**config.mk**
```make
export PLATFORM = sky130hd
export DESIGN_NAME = uart_mem_responder
export DESIGN_NICKNAME = d
export VERILOG_FILES = /design/src/rtl/uart_proto_pkg.sv /design/src/rtl/uart_mem_responder.sv
export SDC_FILE = /design/constraint.sdc
export NUM_CORES = 1
export LEC_CHECK = 0
export BUFFER_PORTS_ARGS = -buffer_cell sky130_fd_sc_hd__buf_2
export CAP_MARGIN = 25
export CORE_MARGIN = 2
export CORE_UTILIZATION = 50
export DETAILED_ROUTE_END_ITERATION = 16
export PLACE_DENSITY = 0.74
export SLEW_MARGIN = 20
export SYNTH_ARGS = -nofsm -noshare
export SYNTH_HDL_FRONTEND = slang
export SYNTH_SLANG_ARGS = --single-unit
```
**constraint.sdc**
```tcl
create_clock -name clk_i -period 7.17 [get_ports clk_i]
set_clock_uncertainty 0.05 [all_clocks]
set_input_delay 0.717 -clock clk_i [delete_from_list [all_inputs] [get_ports clk_i]]
set_output_delay 0.717 -clock clk_i [all_outputs]
set_load 0.005 [all_outputs]
```
**src/rtl/uart_proto_pkg.sv**
```systemverilog
// Constants and types for the UART command/address/data byte protocol.
package uart_proto_pkg;

    localparam logic [7:0] PKT_WRITE_CMD = 8'h41;
    localparam logic [7:0] PKT_READ_CMD  = 8'h42;
    localparam logic [2:0] PKT_ADR_TAG   = 3'b011;

    typedef enum logic [2:0] {
        S_CMD,
        S_ADDR_HI,
        S_ADDR_LO,
        S_WR_DATA,
        S_BUS_REQ,
        S_BUS_WAIT,
        S_RD_ECHO
    } resp_state_e;

    typedef logic [12:0] word_addr_t;

    function automatic logic [31:0] word_byte_addr(input logic [31:0] base, input word_addr_t wa);
        return base + {17'd0, wa, 2'b00};
    endfunction

endpackage

```
**src/rtl/uart_mem_responder.sv**
```systemverilog
// Target side of the UART byte protocol: turns received frames into single-word data-bus accesses.
// Optional UART_RESP_ECHO_CHECK_EN: read-data echoes must match the byte last sent.
//
// state      | meaning
// S_CMD      | idle, waiting for a command byte
// S_ADDR_HI  | waiting for tagged upper address byte
// S_ADDR_LO  | waiting for lower address byte
// S_WR_DATA  | collecting four write data bytes, MSB first
// S_BUS_REQ  | bus request held until grant
// S_BUS_WAIT | waiting for bus response
// S_RD_ECHO  | returning read data, one byte per initiator echo
module uart_mem_responder
    import uart_proto_pkg::*;
#(
    parameter logic [31:0] BASE_ADDR      = 32'h0000_0000,
    parameter int unsigned TIMEOUT_CYCLES = 1_000_000
) (
    input  logic        clk_i,
    input  logic        rst_ni,
    input  logic        rx_valid_i,
    input  logic [7:0]  rx_byte_i,
    input  logic        tx_busy_i,
    output logic        tx_start_o,
    output logic [7:0]  tx_byte_o,
    output logic        req_o,
    input  logic        gnt_i,
    output logic        we_o,
    output logic [3:0]  be_o,
    output logic [31:0] addr_o,
    output logic [31:0] wdata_o,
    input  logic        rvalid_i,
    input  logic [31:0] rdata_i,
    output logic        busy_o,
    output logic        done_o,
    output logic        err_o
);

    localparam int unsigned TMO_W = $clog2(TIMEOUT_CYCLES + 1);

    resp_state_e      state;
    logic [4:0]       addr_hi;
    logic             is_write;
    logic             tx_pend;
    logic             rd_last;
    logic [1:0]       cnt;
    logic [31:0]      wdata;
    logic [31:0]      rdata;
    logic [TMO_W-1:0] tmo_cnt;
    logic             tmo_hold;
    logic             tmo_exp;

    assign be_o     = 4'hF;
    assign wdata_o  = wdata;
    assign busy_o   = (state != S_CMD);
    assign tmo_hold = (state == S_CMD) || (state == S_BUS_REQ) || (state == S_BUS_WAIT);
    assign tmo_exp  = !tmo_hold && (tmo_cnt == TMO_W'(TIMEOUT_CYCLES - 1));

    always_ff @(posedge clk_i or negedge rst_ni) begin
        if (!rst_ni) begin
            state      <= S_CMD;
            addr_hi    <= '0;
            is_write   <= 1'b0;
            tx_pend    <= 1'b0;
            rd_last    <= 1'b0;
            cnt        <= '0;
            wdata      <= '0;
            rdata      <= '0;
            tmo_cnt    <= '0;
            tx_start_o <= 1'b0;
            tx_byte_o  <= '0;
            req_o      <= 1'b0;
            we_o       <= 1'b0;
            addr_o     <= '0;
            done_o     <= 1'b0;
            err_o      <= 1'b0;
        end else begin
            tx_start_o <= 1'b0;
            done_o     <= 1'b0;
            err_o      <= 1'b0;

            if (tx_pend && !tx_busy_i) begin
                tx_start_o <= 1'b1;
                tx_pend    <= 1'b0;
            end

            if (rx_valid_i || tmo_hold) tmo_cnt <= '0;
            else                        tmo_cnt <= tmo_cnt + TMO_W'(1);

            case (state)
                S_CMD: if (rx_valid_i) begin
                    if (rx_byte_i == PKT_WRITE_CMD || rx_byte_i == PKT_READ_CMD) begin
                        is_write  <= (rx_byte_i == PKT_WRITE_CMD);
                        tx_byte_o <= rx_byte_i;
                        tx_pend   <= 1'b1;
                        state     <= S_ADDR_HI;
                    end else begin
                        err_o <= 1'b1;
                    end
                end
                S_ADDR_HI: if (rx_valid_i) begin
                    if (rx_byte_i[7:5] == PKT_ADR_TAG) begin
                        addr_hi   <= rx_byte_i[4:0];
                        tx_byte_o <= rx_byte_i;
                        tx_pend   <= 1'b1;
                        state     <= S_ADDR_LO;
                    end else begin
                        err_o <= 1'b1;
                        state <= S_CMD;
                    end
                end
                S_ADDR_LO: if (rx_valid_i) begin
                    addr_o <= word_byte_addr(BASE_ADDR, {addr_hi, rx_byte_i});
                    if (is_write) begin
                        tx_byte_o <= rx_byte_i;
                        tx_pend   <= 1'b1;
                        cnt       <= 2'd3;
                        state     <= S_WR_DATA;
                    end else begin
                        req_o <= 1'b1;
                        we_o  <= 1'b0;
                        state <= S_BUS_REQ;
                    end
                end
                S_WR_DATA: if (rx_valid_i) begin
                    wdata[{cnt, 3'b000} +: 8] <= rx_byte_i;
                    if (cnt != 2'd0) begin
                        tx_byte_o <= rx_byte_i;
                        tx_pend   <= 1'b1;
                        cnt       <= cnt - 2'd1;
                    end else begin
                        // last data byte is not echoed; the initiator moves straight on
                        req_o <= 1'b1;
                        we_o  <= 1'b1;
                        state <= S_BUS_REQ;
                    end
                end
                S_BUS_REQ: begin
                    if (rx_valid_i) err_o <= 1'b1;
                    if (gnt_i) begin
                        req_o <= 1'b0;
                        we_o  <= 1'b0;
                        state <= S_BUS_WAIT;
                    end
                end
                S_BUS_WAIT: begin
                    if (rx_valid_i) err_o <= 1'b1;
                    if (rvalid_i) begin
                        done_o <= 1'b1;
                        if (is_write) begin
                            state <= S_CMD;
                        end else begin
                            rdata     <= rdata_i;
                            tx_byte_o <= rdata_i[31:24];
                            tx_pend   <= 1'b1;
                            cnt       <= 2'd2;
                            rd_last   <= 1'b0;
                            state     <= S_RD_ECHO;
                        end
                    end
                end
                S_RD_ECHO: if (rx_valid_i) begin
`ifdef UART_RESP_ECHO_CHECK_EN
                    if (rx_byte_i != tx_byte_o) begin
                        err_o   <= 1'b1;
                        tx_pend <= 1'b0;
                        state   <= S_CMD;
                    end else
`endif
                    if (rd_last) begin
                        state <= S_CMD;
                    end else begin
                        tx_byte_o <= rdata[{cnt, 3'b000} +: 8];
                        tx_pend   <= 1'b1;
                        if (cnt == 2'd0) rd_last <= 1'b1;
                        else             cnt     <= cnt - 2'd1;
                    end
                end
                default: state <= S_CMD;
            endcase

            // an arriving byte always beats an expiring timer
            if (!rx_valid_i && tmo_exp) begin
                err_o   <= 1'b1;
                tx_pend <= 1'b0;
                state   <= S_CMD;
            end
        end
    end

endmodule

```
==> results.txt, run 1 <==
Via density - 5.56
Syn Inst Count - 572
Clk slew on worst S/H paths - 0.06 ns
Placed inst area - 0.00658 mm²
Power density over the cells - 373 mW/mm²
Sink Count - 123
Grt total ovfl - 0
Final instance area - 0.00720 mm²
Max FO, Critical Path - 20
EDFF count, synth - 0
Gp weighted congestion - 0.951
Synth Flop Type - dfrtp_1
Die width - 114 µm
CTS Buf Count - 17
Final period util - 43.9%
Critical Path End Type - flop
Async set-reset flop share out of synthesis - 100%
Final ANT Viol Nets - 0
Synth top area share - 50.6%
VDD IR max - 0.000265 V
Netlist cell types - 58
Mapped Area - 0.00608 mm²
Fin crit period - 3.15 ns
Maximum clock frequency - 318 MHz
Ranking of synthesized cells by area - dfrtp_1 (51%), mux2_2 (9.4%), nand2_1 (5.5%)
Post-synthesis register bit count - 123
WS Path Type - flop to flop
First-pass GRT wire length - 22.4 mm
Core Area - 0.0120 mm²
Worst-Margin Slew - 1.02 ns
RSZ-0062 raised after global routing - no
Initial antenna violation count - 0
Via count - 4579
H-tree lvl count - 4
Fin. max-slew vios - 0
Initial core utilization - 50.9%
Total Nets Final - 716
Die area - 0.0131 mm²
Cell taking the most area after synthesis - dfrtp_1
I/O Pins - 128
Worst hold path class - input port to asynchronous set/reset pin
WL per Instance - 16.6 µm
Detailed-route wire length - 13.7 mm
Max-cap viol count - 0
PortBufs - 104
Total GRT Usage - 22.3%
Root Driver - clkbuf_16
Crit path DAT - 3.40 ns
Ant. Diodes - 0
Area delta synth->final - 18.3%
Placed Instances - 791
Critical path required time - 7.42 ns
Setup violations, final - 0
Cts hold-fix bufs - 0
# resized after CTS - 0
Syn_area_per_cell - 10.6 µm²
Layout cells sized above 1 - 30.6%
DP Wirelength - 9.63 mm
Leak Pwr - 3.52 nW
Number of core rows - 40
Post-CTS setup buffer count - 0
Final hold violations - 0
Clock Latency Late Sink - 0.41 ns
Max Root-Sink Buffers - 2
TritonCTS clock tree - yes
Largest net degree at the start of global routing - 54
Sequential element share of the synthesized area - 50.6%
Outcome - completed
# DRC - 0
Synth warn - 0
CP startpoint kind - flop
Detailed Route Iter0 Violations - 472
Fillers - 976
Setup_tns - 0 ns
Vias in the first global route - 4391
Final non-filler cell total - 824
DR pass1 iterations - 6
Die height - 114 µm
Worst rel slew slack - 31.7%
logic make-up (layout without fill, tap and decap cells):
family,after synthesis,count (layout),share of synthesized area (%)
compound gates,97,97,10.4
xor+xnor,20,20,2.88
buf+inv,65,149,6.29
other cells,2,23,0.123
mux,78,78,14.5
simple gates,181,181,13.9
fa+ha+maj,6,6,1.23
flops,123,123,50.6
worst paths after layout:
path                            start           end  slack [ns]  cells past startpoint
max in group asynchronous      rst_ni         req_o        5.74                      3
max                            cnt[1]  tx_byte_o[3]        4.02                      6
max reg2reg                    cnt[1]  tx_byte_o[3]        4.02                      6
min reg2reg                wdata_o[1]    wdata_o[1]        0.42                      2
min in group clk_i         wdata_o[1]    wdata_o[1]        0.42                      2
min                            rst_ni   wdata_o[17]        0.19                      1
through the flow:
| stage | setup WS, ns | util [%] | hold slack [ns] | power [mW] |
|---|---|---|---|---|
| CTS | 4.02 | 60.1 | 0.180 | 2.70 |
| finish | 4.02 | 60.2 | 0.185 | 2.69 |
| global route | 3.83 | 60.2 | 0.209 | 2.86 |
| global placement | 4.16 | 54.8 | 0.405 | 1.78 |
| floorplan | 4.53 | - | 0.371 | 1.58 |
| detailed placement | 4.05 | 55.0 | 0.416 | 1.82 |
synthesized netlist by cell type, drive strengths merged (2+ instances only):
| library cell | count |
|---|---|
| o21ai | 42 |
| nor2b | 5 |
| a31oi | 3 |
| a211o | 8 |
| xnor2 | 6 |
| a2bb2oi | 2 |
| a21boi | 2 |
| nand3 | 16 |
| nor2 | 31 |
| inv | 7 |
| nand2 | 89 |
| xor2 | 14 |
| ha | 6 |
| nor4 | 4 |
| clkbuf | 14 |
| o21bai | 3 |
| nor3 | 7 |
| a32o | 8 |
| conb | 2 |
| o22ai | 8 |
| nor3b | 4 |
| mux2 | 59 |
| and2 | 3 |
| o211ai | 2 |
| nand4 | 6 |
| nand2b | 4 |
| and3b | 2 |
| nand4b | 2 |
| and3 | 6 |
| a221o | 2 |
| a21oi | 9 |
| buf | 43 |
| mux2i | 19 |
| dfrtp | 123 |
report_power, final:
part | internal, mW | switching (mW)
logic | 0.378 | 0.364
clock network | 0.555 | 0.313
registers | 0.891 | 0.184
layout by cell type, fill, tap and decap left out, types with 3 or more instances in the layout:
cell type   count
nand2_1        89
dfrtp_1       123
nor3b_1         3
and3_1          6
nand4_1         6
o21bai_1        3
mux2_4          8
a31oi_1         3
mux2_2         51
ha_1            6
o21ai_0        41
nand3_1        16
clkinv_4        4
a21oi_1         9
nor3_1          5
nor2_1         31
nor2b_1         5
xor2_1         14
buf_4           5
nor4_1          3
bufinv_16       3
o22ai_1         8
xnor2_1         6
conb_1         23
mux2i_1        19
a211o_1         7
inv_1           6
clkbuf_16      17
buf_2         103
clkinvlp_4      5
a32o_1          8
nand2b_1        4
worst max-delay path, stage by stage (launching register included):
cell and delay, ns:
dfrtp_1 1.01, inv_1 0.21, ha_1 0.36, and2_0 0.20, a221o_1 0.36, a221o_1 0.47, mux2_4 0.37
layout make-up:
cell class / count / area, µm² / area share [%]
well taps: 147 / 184 / 2.56
repair buffers: 109 / 581 / 8.07
multi-input cells: 405 / 2710 / 37.7
inverters: 8 / 30.0 / 0.417
clock buffers: 18 / 439 / 6.10
flip-flops and latches: 123 / 3080 / 42.8
clock inverters: 14 / 173 / 2.40
per-layer routing:
metal / part of all wire, % / up-vias / GRT usage, %
li1: - / 2135 / -
met1: 44 / 2227 / 30.3
met2: 47 / 201 / 34.1
met3: 7.2 / 16 / 6.35
met4: 1.5 / 0 / 8.86
met5: 0 / - / 0
state kept, by name, indices dropped and copies added (netlist names):
signal      cells
we_o            1
tx_pend         1
err_o           1
state           3
tx_start_o      1
req_o           1
done_o          1
addr_o         13
rdata          32
is_write        1
wdata_o        32
cnt             2
tx_byte_o       8
rd_last         1
addr_hi         5
tmo_cnt        20
Note: power is estimated with default switching activity, not from simulation.
==> run 2: changes to the inputs <==
- clock period: 7.17 -> 3.2 ns (I/O delays scaled with it)
==> run 2 against run 1 <==
  * The flow now finishes with violations (negative hold slack)
  * Worst hold slack worse by 0.20 ns
  * Cell area fell by 0.47%
  * Sequential share of layout area up 0.20 points
  * Flip-flop and latch count is the same
  * Via count down 1.9%
  * Clock-buffer cell count is 3 higher
  * Clock power rose by 110%
  * First-iteration DRC count fell by 22%
  * Critical path depth did not move
  * Critical endpoint is now tx_byte_o[1]
  * Die area stayed put
==> results.txt, run 2 (synthesized netlist as in run 1, its figures left out) <==
Outcome - finished with violations
Failing checks - negative hold slack
Critical path required time - 3.45 ns
Largest stage delay, worst path - 0.47 ns
Placed inst area - 0.00660 mm²
Number of core rows - 40
Maximum clock frequency - 389 MHz
Detailed Route Iter0 Violations - 369
TritonCTS clock tree - yes
Worst rel slew slack - 37.7%
Area delta synth->final - 17.7%
Leak Pwr - 3.53 nW
Power density over the cells - 824 mW/mm²
RSZ-0062 raised after global routing - no
Worst-Margin Slew - 0.932 ns
Fin crit period - 2.57 ns
Max Root-Sink Buffers - 2
Grt total ovfl - 0
Setup Slack @ Placement - 0.660 ns
Core Area - 0.0120 mm²
Post-CTS setup buffer count - 0
Gp weighted congestion - 0.889
Fin. max-slew vios - 0
Largest net degree at the start of global routing - 75
Setup violations, final - 0
Layout cells sized above 1 - 30.5%
VDD IR max - 0.000489 V
Final hold violations - 8
Worst hold path class - input port to asynchronous set/reset pin
Root Driver - clkbuf_16
Critical Path End Type - flop
# resized after CTS - 0
Detailed-route wire length - 13.7 mm
DR pass1 iterations - 4
Power after layout - 5.90 mW
Via density - 5.44
CTS Buf Count - 17
Total GRT Usage - 22.0%
PnR worst setup slack - 0.628 ns
DP Wirelength - 9.58 mm
Setup_tns - 0 ns
Clock Latency Late Sink - 0.42 ns
Vias in the first global route - 4227
Final instance area - 0.00716 mm²
Total Nets Final - 720
Crit path DAT - 2.82 ns
PortBufs - 104
I/O Pins - 128
Initial core utilization - 50.9%
Initial antenna violation count - 0
Fillers - 968
WL per Instance - 16.6 µm
First-pass GRT wire length - 22.0 mm
CP startpoint kind - flop
Die width - 114 µm
CP most frequent cell - a221o_1
Die height - 114 µm
WHS - -0.0193 ns
Via count - 4490
H-tree lvl count - 4
Cts hold-fix bufs - 0
Final ANT Viol Nets - 0
Final period util - 80.4%
Crit-path cells - inv_1, ha_1, and2_0, a221o_1, a221o_1, mux2_4
Ant. Diodes - 0
Clk slew on worst S/H paths - 0.05 ns
Sink Count - 123
Most frequent cells in the layout - dfrtp_1 (123), buf_2 (103), nand2_1 (89)
Die area - 0.0131 mm²
Slowest-stage cell, CP - dfrtp_1
# DRC - 0
Max-cap viol count - 0
Most common cell after layout, fill and taps aside - dfrtp_1
Max FO, Critical Path - 9
WS Path Type - flop to flop
## run 2: changes by cell type in the layout (fill, tap and decap cells not counted)
cell,change
clkinvlp_4,-4
clkinv_2,+4
buf_4,+3
bufinv_16,-1
clkbuf_2,+1
buf_16,-1
clkbuf_1,+2
clkinv_4,-4
clkbuf_8,+1
buf_12,+1
## run 2: worst paths after layout
check	start	endpoint	slack [ns]	cells past startpoint
max in group asynchronous	rst_ni	rdata[29]	2.36	2
max reg2reg	cnt[0]	tx_byte_o[1]	0.63	6
min	rst_ni	wdata_o[15]	-0.02	1
min reg2reg	wdata_o[4]	wdata_o[4]	0.42	2
max	cnt[0]	tx_byte_o[1]	0.63	6
min in group clk_i	tx_busy_i	tx_start_o	0.04	2
## run 2: critical path: cells and delay by family, from the launching register on
| kind | cells | cell delay, ns |
|---|---|---|
| AND/OR/NAND/NOR | 1 | 0.20 |
| multiplexers | 1 | 0.37 |
| flip-flops | 1 | 0.47 |
| adder cells (fa/ha/maj) | 1 | 0.35 |
| AO/OA/AOI/OAI | 2 | 0.83 |
| buffers and inverters | 1 | 0.18 |
## run 2: layout make-up
class	instances	area, µm²	area share (%)
Multi-Input combinational cell	405	2710	37.9
Tap cell	147	184	2.57
Clock buffer	21	460	6.43
Timing Repair Buffer	113	601	8.38
Clock inverter	9	97.6	1.36
Sequential cell	123	3080	43.0
Inverter	8	30.0	0.419
## run 2: per-layer routing
layer  vias to the layer above  share of wire, %  GRT usage [%]  wire length (µm)
met1                      2179                46           30.2              6360
met3                        13               6.0           5.82               828
met2                       150                46           33.8              6380
li1                       2148                 -              -                 -
met4                         0               1.3           7.97               183
met5                         -                 0              0                 0
## run 2: where the power goes
group / total, mW / switching, mW / internal [mW]
clock network: 1.80 / 0.631 / 1.16
registers: 2.30 / 0.297 / 2.00
logic: 1.81 / 0.945 / 0.864
total: 5.90 / 1.87 / 4.03
## run 2: metrics by stage
step                cells  utilization (%)
global route          826             59.9
finish                826             59.9
global placement      795             55.2
floorplan             593                -
detailed placement    795             55.2
CTS                   825             59.9
==> run 3: changes to the inputs <==
- ABC_AREA: not set -> 1
- clock period: 3.2 -> 2.5 ns (I/O delays scaled with it)
==> run 3 against run 2 <==
  * The run now ends clean
  * Non-clock buffer count up 25
  * Total power up 44%
  * Global-route usage grew 2.3 points
  * Maximum frequency increased by 27%
  * Critical path depth decreased by 2
  * Register-to-register slack lost 0.15 ns
  * Cell count is 38% higher
  * Worst hold slack better by 0.031 ns
  * Sequential power grew 34%
  * Routed wire length up 14%
  * Clock-buffer cell count rose by 4
==> results.txt, run 3 <==
Setup violations, final - 0
Post-synth top cells - nand2_1 (263), dfrtp_1 (123), inv_1 (72), nor2_1 (71)
Largest stage delay, worst path - 0.66 ns
Clock Latency Late Sink - 0.42 ns
Max-cap viol count - 0
Clk slew on worst S/H paths - 0.05 ns
Maximum clock frequency - 495 MHz
WL per Instance - 13.8 µm
Number of core rows - 41
Final ANT Viol Nets - 0
Worst Path Buf+Inv - 0
H-tree lvl count - 4
Fillers - 1125
Detailed-route wire length - 15.7 mm
DP Wirelength - 10.8 mm
Core Area - 0.0126 mm²
Setup_tns - 0 ns
Layout cells sized above 1 - 18.8%
Vias in the first global route - 5228
Outcome - completed
Final period util - 80.7%
CP startpoint kind - flop
Sequential element share of the synthesized area - 48.2%
Max FO, Critical Path - 23
First-pass GRT wire length - 25.6 mm
Worst-Margin Slew - 0.689 ns
Initial antenna violation count - 0
Cell taking the most area after synthesis - dfrtp_1
Worst rel slew slack - 54.1%
Critical path required time - 2.75 ns
PortBufs - 104
Worst hold path class - input port to flop
Crit path DAT - 2.26 ns
Register Area - 0.00308 mm²
Crit-path cells - nand2_2, nor2_4, nand2_1, mux2_2
Synth top area share - 48.2%
I/O Pins - 128
Post-synthesis register bit count - 123
Via count - 5696
# DRC - 0
Netlist cell types - 38
Power density over the cells - 1090 mW/mm²
Fin. max-slew vios - 0
WS Path Type - flop to flop
Largest net degree at the start of global routing - 124
Gp weighted congestion - 0.918
RSZ-0062 raised after global routing - no
Fin crit period - 2.02 ns
VDD IR max - 0.000405 V
Async set-reset flop share out of synthesis - 100%
Ant. Diodes - 0
Most common cell after layout, fill and taps aside - nand2_1
CTS Buf Count - 17
Total Nets Final - 1006
Synth warn - 0
Slowest-stage cell, CP - dfrtp_1
Detailed Route Iter0 Violations - 540
Max Root-Sink Buffers - 2
Most common cell in the netlist - nand2_1
Sink Count - 123
Die area - 0.0137 mm²
Total GRT Usage - 24.2%
Top delay family on crit path - simple AND/OR/NAND/NOR gates
Power after layout - 8.49 mW
Leak Pwr - 4.13 nW
TritonCTS clock tree - yes
Area of the multi-input gates - 0.00276 mm²
EDFF count, synth - 0
Area delta synth->final - 21.9%
Critical Path End Type - flop
Ranking of synthesized cells by area - dfrtp_1 (48%), nand2_1 (15%), a21oi_1 (4.4%)
Die width - 117 µm
Final hold violations - 0
Synth Flop Type - dfrtp_1
Initial core utilization - 50.8%
Root Driver - clkbuf_16
Syn Inst Count - 825
Most frequent cells in the layout - nand2_1 (263), dfrtp_1 (123), buf_2 (103)
Grt total ovfl - 0
DR pass1 iterations - 5
Die height - 117 µm
Syn_area_per_cell - 7.74 µm²
Mapped Area - 0.00639 mm²
Via density - 5.00
[run 3: power breakdown]
group / leakage, nW / internal, mW / switching, mW
combinational: 2.24 / 1.10 / 1.92
sequential: 1.61 / 2.67 / 0.408
clock: 0.287 / 1.56 / 0.835
total: 4.13 / 5.34 / 3.16
[run 3: worst register-to-register path: stages (launching register included)]
cell,delay (ns)
dfrtp_1,0.66
nand2_2,0.16
nor2_4,0.18
nand2_1,0.41
mux2_2,0.44
[run 3: per-stage QoR]
stage	cells	area [µm²]	setup WS (ns)	hold WS (ns)	util [%]
3_5_place_dp	1083	6960	0.505	0.356	55.4
6_report	1139	7790	0.482	0.0121	62.0
2_1_floorplan	846	6460	0.653	-0.0956	-
4_1_cts	1139	7790	0.472	0.00366	62.0
3_3_place_gp	1083	6960	0.548	0.356	55.4
5_1_grt	1139	7790	0.317	0.0147	62.0
[run 3: per-layer routing]
layer | vias up | wire length (µm) | global-route usage (%)
li1 | 2854 | - | -
met1 | 2610 | 7370 | 33.8
met2 | 207 | 7190 | 37.7
met3 | 25 | 868 | 4.74
met4 | 0 | 295 | 9.25
met5 | - | 0 | 0
[run 3: timing repair]
| item | CTS | global route |
|---|---|---|
| buffers inserted | 0 | 0 |
| gates resized for setup | 0 | 0 |
| hold buffers | 24 | 0 |
| setup endpoints to repair | 0 | 0 |
| endpoints found under the hold margin | 146 | 0 |
[run 3: path summary, 6_finish.rpt]
check	from	endpoint	slack, ns	cells after the start
worst max-delay path	state[1]	addr_o[4]	0.48	4
worst min-delay path	rdata_i[1]	rdata[1]	0.01	3
worst max register to register	state[1]	addr_o[4]	0.48	4
worst min register to register	tmo_cnt[0]	tmo_cnt[0]	0.42	1
max in group asynchronous	rst_ni	addr_hi[3]	1.45	3
min in group asynchronous	rst_ni	addr_o[4]	0.39	3
[run 3: logic make-up after synthesis]
group | synth area share, %
simple gates | 28.2
mux | 0.529
xor+xnor | 0.274
buf+inv | 9.80
flops | 48.2
fa+ha+maj | 1.18
compound gates | 11.7
other cells | 0.118
[run 3: layout make-up]
class / count / share of cell area (%)
Clock buffer: 25 / 6.36
Clock inverter: 7 / 1.12
Inverter: 79 / 3.84
Multi-Input combinational cell: 595 / 35.5
Sequential cell: 123 / 39.5
Tap cell: 172 / 2.76
Timing Repair Buffer: 138 / 10.9
